==> src/rtl/uart_dec_streamer.sv <==
// Converts each received byte to decimal ASCII plus a separator, queues the text in a
// byte FIFO and feeds it to uart_tx. Optional macro DEC_ZERO_SUPPRESS_EN drops leading zeros.
module uart_dec_streamer #(
    parameter int         DEPTH    = 16,
    parameter int         ADDR_W   = 4,
    parameter logic [7:0] SEP_CHAR = 8'h20
) (
    input  logic              clk,
    input  logic              reset,
    input  logic              in_valid,
    input  logic [7:0]        in_data,
    output logic              in_ready,
    output logic              tx_start,
    output logic [7:0]        tx_data,
    input  logic              tx_done,
    output logic [ADDR_W:0]   fifo_level,
    output logic              dropped
);

    typedef enum logic [2:0] {
        IDLE, HUND, TENS, EMIT_H, EMIT_T, EMIT_U, EMIT_S
    } conv_state_t;

    typedef enum logic {
        T_IDLE, T_WAIT
    } tx_state_t;

    localparam logic [ADDR_W:0]   DEPTH_LVL = (ADDR_W+1)'(DEPTH);
    localparam logic [ADDR_W:0]   MIN_FREE  = (ADDR_W+1)'(4);
    localparam logic [ADDR_W:0]   LVL_ONE   = (ADDR_W+1)'(1);
    localparam logic [ADDR_W-1:0] PTR_ONE   = ADDR_W'(1);

    function automatic logic [7:0] ascii_digit(input logic [3:0] d);
        return 8'h30 + {4'h0, d};
    endfunction

    conv_state_t           cs, cs_nxt;
    tx_state_t             ts, ts_nxt;
    logic [7:0]            val;
    logic [3:0]            h, t;
    logic [7:0]            mem [DEPTH];
    logic [ADDR_W-1:0]     wr_ptr, rd_ptr;
    logic [ADDR_W:0]       free_slots;
    logic                  accept, push, pop;
    logic [7:0]            push_byte;

    assign free_slots = DEPTH_LVL - fifo_level;
    assign in_ready   = (cs == IDLE) && (free_slots >= MIN_FREE);
    assign accept     = in_valid && in_ready;
    assign pop        = (ts == T_IDLE) && (fifo_level != '0);

    // Convert FSM: repeated subtraction, then one push per emit state
    always_comb begin
        cs_nxt    = cs;
        push      = 1'b0;
        push_byte = 8'h00;
        unique case (cs)
            IDLE: begin
                if (accept) cs_nxt = HUND;
            end
            HUND: begin
                if (val < 8'd100) cs_nxt = TENS;
            end
            TENS: begin
                if (val < 8'd10) begin
`ifdef DEC_ZERO_SUPPRESS_EN
                    if (h != 4'd0)      cs_nxt = EMIT_H;
                    else if (t != 4'd0) cs_nxt = EMIT_T;
                    else                cs_nxt = EMIT_U;
`else
                    cs_nxt = EMIT_H;
`endif
                end
            end
            EMIT_H: begin
                push      = 1'b1;
                push_byte = ascii_digit(h);
                cs_nxt    = EMIT_T;
            end
            EMIT_T: begin
                push      = 1'b1;
                push_byte = ascii_digit(t);
                cs_nxt    = EMIT_U;
            end
            EMIT_U: begin
                push      = 1'b1;
                push_byte = ascii_digit(val[3:0]);
                cs_nxt    = EMIT_S;
            end
            EMIT_S: begin
                push      = 1'b1;
                push_byte = SEP_CHAR;
                cs_nxt    = IDLE;
            end
            default: cs_nxt = IDLE;
        endcase
    end

    // TX FSM: one byte in flight at a time, released by tx_done
    always_comb begin
        ts_nxt = ts;
        unique case (ts)
            T_IDLE:  if (pop) ts_nxt = T_WAIT;
            T_WAIT:  if (tx_done) ts_nxt = T_IDLE;
            default: ts_nxt = T_IDLE;
        endcase
    end

    // Digit datapath; contents are don't-care until a byte is latched
    always_ff @(posedge clk) begin
        unique case (cs)
            IDLE: begin
                if (accept) begin
                    val <= in_data;
                    h   <= 4'd0;
                    t   <= 4'd0;
                end
            end
            HUND: begin
                if (val >= 8'd100) begin
                    val <= val - 8'd100;
                    h   <= h + 4'd1;
                end
            end
            TENS: begin
                if (val >= 8'd10) begin
                    val <= val - 8'd10;
                    t   <= t + 4'd1;
                end
            end
            default: ;
        endcase
    end

    always_ff @(posedge clk) begin
        if (push) mem[wr_ptr] <= push_byte;
    end

    // Control state, FIFO bookkeeping and uart_tx interface
    always_ff @(posedge clk) begin
        if (reset) begin
            cs         <= IDLE;
            ts         <= T_IDLE;
            wr_ptr     <= '0;
            rd_ptr     <= '0;
            fifo_level <= '0;
            tx_start   <= 1'b0;
            tx_data    <= 8'h00;
            dropped    <= 1'b0;
        end else begin
            cs       <= cs_nxt;
            ts       <= ts_nxt;
            tx_start <= pop;
            if (in_valid && !in_ready) dropped <= 1'b1;
            if (push) wr_ptr <= wr_ptr + PTR_ONE;
            if (pop) begin
                rd_ptr  <= rd_ptr + PTR_ONE;
                tx_data <= mem[rd_ptr];
            end
            unique case ({push, pop})
                2'b10:   fifo_level <= fifo_level + LVL_ONE;
                2'b01:   fifo_level <= fifo_level - LVL_ONE;
                default: ;
            endcase
        end
    end

endmodule

==> config.mk <==
export PLATFORM = sky130hd
export DESIGN_NAME = uart_dec_streamer
export DESIGN_NICKNAME = d
export VERILOG_FILES = /design/src/rtl/uart_dec_streamer.sv
export SDC_FILE = /design/constraint.sdc
export NUM_CORES = 1
export LEC_CHECK = 0
export ABC_AREA = 1
export BUFFER_PORTS_ARGS = -buffer_cell sky130_fd_sc_hd__buf_4
export CORE_ASPECT_RATIO = 0.7
export CORE_MARGIN = 4
export CORE_UTILIZATION = 45
export CTS_CLUSTER_SIZE = 14
export DETAILED_ROUTE_END_ITERATION = 8
export PLACE_DENSITY = 0.62
export SYNTH_ARGS = -nofsm -noshare
export SYNTH_HDL_FRONTEND = slang
export SYNTH_SLANG_ARGS = --single-unit
==> constraint.sdc <==
create_clock -name clk -period 3.3 [get_ports clk]
set_input_delay 0.165 -clock clk [delete_from_list [all_inputs] [get_ports clk]]
set_output_delay 0.165 -clock clk [all_outputs]
set_load 0.02 [all_outputs]
Word-level counts from Yosys, hierarchy flattened
Memory sizes are Yosys's and may differ from the RTL's. A register that Yosys moved wholly into a read port is not among the register bits.
Cells that the tools add are included.
{ "word_totals": {"register_bits": 43, "latch_bits": 0, "mem_bits_rw": 112, "rom_bits": 0, "output_inout_bits": 16, "mem_count": 1} }
{ "op_classes": {"addsub": 12, "multipliers": 0, "div_mod_pow": 0, "magnitude_cmp": 5, "n_eq_ne": 13, "n_shift": 0, "mux": 21, "bitwise_logic": 1, "n_reduce_logical": 16} }
{ "memory_table": {"columns": ["name", "words", "width", "rd", "rd_clocked_by_memory_dff", "write_ports", "line", "text"], "rows": [
  ["mem", 16, 7, 1, 1, 1, "41", "logic [7:0] mem [DEPTH];"]
]} }
{ "op_table": {"columns": ["cell", "count"], "rows": [
  ["$pmux 7 s4", 1],
  ["$mux 8", 3],
  ["$pmux 8 s3", 1],
  ["$add 6x4->7 const A", 3],
  ["$pmux 3 s6", 1],
  ["$add 4x1->4 const B", 4],
  ["$pmux 4 s2", 2],
  ["$mux 4", 3],
  ["$ne 2x2->1 const B", 5],
  ["$pmux 5 s2", 1],
  ["$eq 3x3->1 const B", 3],
  ["$mux 3", 3],
  ["$reduce_and 3->1", 3],
  ["$ge 8x4->1 const B", 1],
  ["$ge 8x7->1 const B", 1],
  ["$lt 8x4->1 const B", 1],
  ["$lt 8x7->1 const B", 1],
  ["$sub 8x4->8 const B", 1],
  ["$sub 8x7->8 const B", 1],
  ["$eq 3x2->1 const B", 2],
  ["$reduce_bool 2->1", 3],
  ["$add 5x1->5 const B", 1],
  ["$ge 5x3->1 const B", 1],
  ["$mux 1", 5],
  ["14 further kinds", 17]
]} }

Depth between registers and ports, before layout
{ "logic_depth": {"ltp_word": 6, "ltp_mapped": 17} }

Least setup slack after synthesis
Ideal clock, no wire load.
{ "synth_timing": {"path_type": "register to register", "start": "reg fifo_level[2]", "end": "reg fifo_level[4]", "setup_time_ps": 132, "t_arrival_ps": 2497, "slack_ps": 671, "stages_incl_launch_ff": 18, "synth_period_minus_slack_ps": 2629, "cell_sequence": "dfxtp_1 -> nor2_1 -> nand2_1 -> inv_1 -> ha_1 -> nor2_2 -> buf_2 -> ha_1 -> inv_1 -> fa_1 -> inv_1 -> nand2_1 -> a21boi_0 -> nor2_1 -> nand2_1 -> nand2_1 -> nand2_1 -> a21oi_1"} }
{ "synth_via": {"elab_chain_cells": 4, "elab_cells_between_ends": 8, "cone_classes": "add/sub: 2; eq/ne: 2; mux: 1; reduce/logical: 3"} }
{ "synth_lines": {"columns": ["element", "line", "text"], "rows": [
  ["from (decl)", "16", "output logic [ADDR_W:0] fifo_level,"],
  ["from (signal assigned)", "161", "2'b10: fifo_level <= fifo_level + LVL_ONE;"],
  ["from (signal assigned)", "162", "2'b01: fifo_level <= fifo_level - LVL_ONE;"],
  ["$reduce_bool 5->1 *", "50", "assign pop = (ts == T_IDLE) && (fifo_level != '0);"],
  ["$logic_and 1x1->1 *", "50", null],
  ["via pop", "44", "logic accept, push, pop;"],
  ["$eq 2x1->1 / $eq 2x2->1 (equally long branches)", "160", "unique case ({push, pop})"],
  ["$pmux 5 s2 / $reduce_bool 2->1 (equally long branches)", null, null]
]} }
The timed path passes the listed nets; every way through them passes the cells marked *.
A chain may end at the register's enable or synchronous reset.

Worst setup path in the final report
{ "layout_timing": {"start": "reg fifo_level[2]", "end": "reg fifo_level[4]"} }
{ "layout_via": {"elab_chain_cells": 4, "elab_cells_between_ends": 8, "cone_classes": "add/sub: 2; eq/ne: 2; mux: 1; reduce/logical: 3"} }
{ "layout_lines": {"columns": ["element"], "rows": [
  ["branches (longest 4 deep; another with $sub 5x1->5)"]
]} }
Several ways; the timed one is not identified.

==> key figures <==
Run status
  – Status: complete, no violations

Hold path
  – Worst hold path type: primary input to flip-flop
  – Hold Crit Start: in_data[4]
  – Worst hold stages: 3
  – Sink of the worst hold path: val[4]

Setup path
  – Kind of critical path: flip-flop to flip-flop
  – CP max stage cell: dfxtp_1
  – FF-to-FF Start: fifo_level[2]
  – Critical path arrival: 2.98 ns
  – Crit. End Element: flip-flop
  – FF-to-FF path depth: 17
  – Worst path cell trace: nor2_1, nand2_1, inv_1, ha_1, nor2_2, buf_4, ha_1, inv_1, fa_1, inv_1, nand2_1, a21boi_0, nor2_1, nand2_1, nand2_1, nand2_1, a21oi_1
  – Worst Path Max Fanout: 16
  – FF-to-FF End: fifo_level[4]
  – Crit-path max cell delay: 0.43 ns
  – Reg2Reg Setup Slack: 0.62 ns
  – Critical path startpoint category: flip-flop
  – Worst Path Required: 3.60 ns
  – Most used cell, CP: nand2_1

Power and ir drop
  – P per Cell Area: 909 nW/µm²
  – Part of the power in registers: 36.2%
  – Comb pwr share: 36.3%
  – P_sw: 2580 µW
  – Peak VDD IR: 0.392 mV
  – Pint: 4110 µW
  – Pleak: 0.00312 µW
  – Net Sw Frac: 38.6%
  – Clk pwr share: 27.5%

Clock tree
  – CTS tree: built
  – Cells resized by post-CTS repair: 0
  – H-tree depth: 4
  – Clk slew on worst S/H paths: 0.06 ns
  – Post-CTS setup buffer count: 0
  – Clock root cell: clkbuf_16
  – Clk sink count: 137
  – Later-pin clock latency in the skew report: 0.41 ns
  – Cts hold-fix bufs: 2
  – Max clock buf depth: 2
  – Inserted Clock Buffers: 17

Final layout
  – Storage cell area: 3860 µm²
  – P&R area growth vs syn: 14.6%
  – Fillers: 1,257
  – Layout cells sized above 1: 11.7%
  – # diodes: 0
  – Nets: 751
  – Area of the multi-input gates: 2150 µm²
  – Post-route cell area: 7360 µm²
  – Final Core Density: 52.7%

Routing
  – Detail Route Antenna Nets: 0
  – Per-cell routed wire length: 15.3 µm
  – Vias: 4,644
  – First drt pass iteration count: 5
  – Post-route DRC: 0
  – Vias/cell: 5.03
  – Drt initial violations: 349
  – Sum of routed wire length over all layers: 14.2 mm

Timing
  – Setup slack after layout: 0.620 ns
  – Final Cycle Share: 81.2%
  – Final setup vio count: 0
  – Fin. max-slew vios: 0
  – Fmax: 373 MHz
  – Relative slew slack: 37.8%
  – Final Hold Fails: 0
  – Setup TNS Final: 0 ns
  – Period minus WS final: 2.68 ns
  – Worst slew pin tran: 0.932 ns
  – RSZ-0062 raised after global routing: no
  – Setup Skew: 0.0138 ns
  – Hold WS: 0.0257 ns

Floorplanning
  – Top-Level Pins: 28
  – Die width: 151 µm
  – Starting Density: 46.0%
  – Core Box Area: 14,000 µm²
  – Area of the die: 16,300 µm²
  – Row cnt: 36
  – Die Y: 108 µm

Global routing
  – Vias in the first global route: 4,468
  – GR Layer Usage met3: 5.61%
  – Grt ovf: 0
  – GR Util met1: 27.8%
  – Busiest grt layer: met1
  – Largest net degree at the start of global routing: 51
  – GRT Total Usage: 18.8%
  – Initial antenna violation count: 0
  – Global-route wire length before repair: 23.3 mm
  – Global Route met2 Usage: 26.0%

Run
  – Max_cap viols: 0

Yosys
  – FF+latch count, synth: 137
  – Ys Warns: 0
  – Cells after Synth: 689
  – Post-synth EDFFs: 112
  – Post-synth ARST share: 0%
  – Post-Syn Area per Cell: 9.32 µm²
  – Post-Syn Area: 6420 µm²
  – Seq/Total Area, Yosys: 60.2%
  – Count of different cell masters after synthesis: 35
  – Ys flop type: edfxtp_1

Place
  – Setup slack at placement: 0.660 ns
  – Gpl congestion: 0.892
  – Placed instance area: 6760 µm²
  – Detail Placement HPWL: 9.56 mm
  – IO Port Bufs: 25
## per-layer routing
layer  up-vias  routed length (µm)
met5         -                   0
met4         0                 148
met3        12                 915
met2       128                5880
met1      2178                7210
li1       2326                   -
## cell type report
class                   count  share of cell area, %
repair buffers             34                   3.54
clock buffers              17                   5.78
flip-flops and latches    137                   52.5
clock inverters            15                   2.07
multi-input cells         460                   29.2
inverters                  71                   3.62
well taps                 190                   3.23
## cells in the mapped netlist, types with 5 or more instances
| cell | count | area share (%) |
|---|---|---|
| o21ai_0 | 11 | 0.86 |
| nor3_1 | 5 | 0.39 |
| o211ai_1 | 5 | 0.58 |
| inv_1 | 60 | 3.5 |
| nand3_1 | 63 | 4.9 |
| o21ai_1 | 6 | 0.47 |
| inv_2 | 11 | 0.64 |
| buf_4 | 7 | 0.82 |
| edfxtp_1 | 112 | 52 |
| nor2_1 | 58 | 3.4 |
| nand2_1 | 249 | 15 |
| a21oi_1 | 18 | 1.4 |
| ha_1 | 17 | 3.3 |
| dfxtp_1 | 25 | 7.8 |
| buf_2 | 9 | 0.70 |
## cell families after synthesis
family / synth area share, %
adders and majority gates: 3.62
xor gates and xnor gates: 0.819
DFF: 60.2
buffers and inverters: 6.37
and+or+nand+nor: 24.9
other: 0.0584
AOI/OAI and AO/OA: 4.07
## stage by stage
stage	total power, µW	cells
finish	6690	924
global route	7160	924
CTS	6690	924
detailed placement	4840	890
global placement	4770	890
floorplan	4160	690
## power by group through the flow
| stage | Combinational, µW | Sequential [µW] | Clock (µW) |
|---|---|---|---|
| after floorplan | 1710 | 2460 | 0 |
| after global placement | 2330 | 2430 | 0 |
| final | 2430 | 2420 | 1840 |
| after CTS | 2410 | 2410 | 1870 |
| after detailed placement | 2390 | 2450 | 0 |
| after global routing | 2770 | 2450 | 1940 |
## sequential cells by signal, indices dropped and copies added, names as in the netlist
signal	cells
h	4
cs	3
tx_start	1
wr_ptr	4
val	8
rd_ptr	4
fifo_level	5
mem	96
t	4
ts	1
dropped	1
tx_data	6
## critical path: cells and delay by family (launching register included)
family	cells	cell delay [ns]
flip-flops	1	0.43
adder cells (fa/ha/maj)	3	0.91
AO/OA/AOI/OAI	2	0.27
AND/OR/NAND/NOR	8	0.52
buffers and inverters	4	0.41
## how the worst max path moves through the flow
| stage | from | end | slack, ns | cells after the start |
|---|---|---|---|---|
| 2_1_floorplan | fifo_level[2] | fifo_level[4] | 0.67 | 17 |
| 3_3_place_gp | fifo_level[2] | fifo_level[4] | 0.74 | 17 |
| 3_5_place_dp | fifo_level[2] | fifo_level[4] | 0.66 | 17 |
| 4_1_cts | fifo_level[2] | fifo_level[4] | 0.65 | 17 |
| 5_1_grt | fifo_level[2] | fifo_level[4] | 0.30 | 17 |
| 6_report | fifo_level[2] | fifo_level[4] | 0.62 | 17 |
## cells in the final DEF, fill, tap and decap left out, types with 3 or more instances in the layout
master,n
clkinv_2,3
a21oi_1,18
o21ai_1,6
ha_1,17
edfxtp_1,112
nor2_1,58
inv_1,60
clkinv_4,4
dfxtp_1,25
inv_2,11
nand3_1,63
nand2_1,249
xor2_1,3
buf_4,32
o211ai_1,5
nand2_2,3
o21ai_0,11
clkbuf_16,17
nor3_1,5
clkinvlp_4,4
xnor2_1,3
No activity file was read; power rests on OpenSTA's default activity.
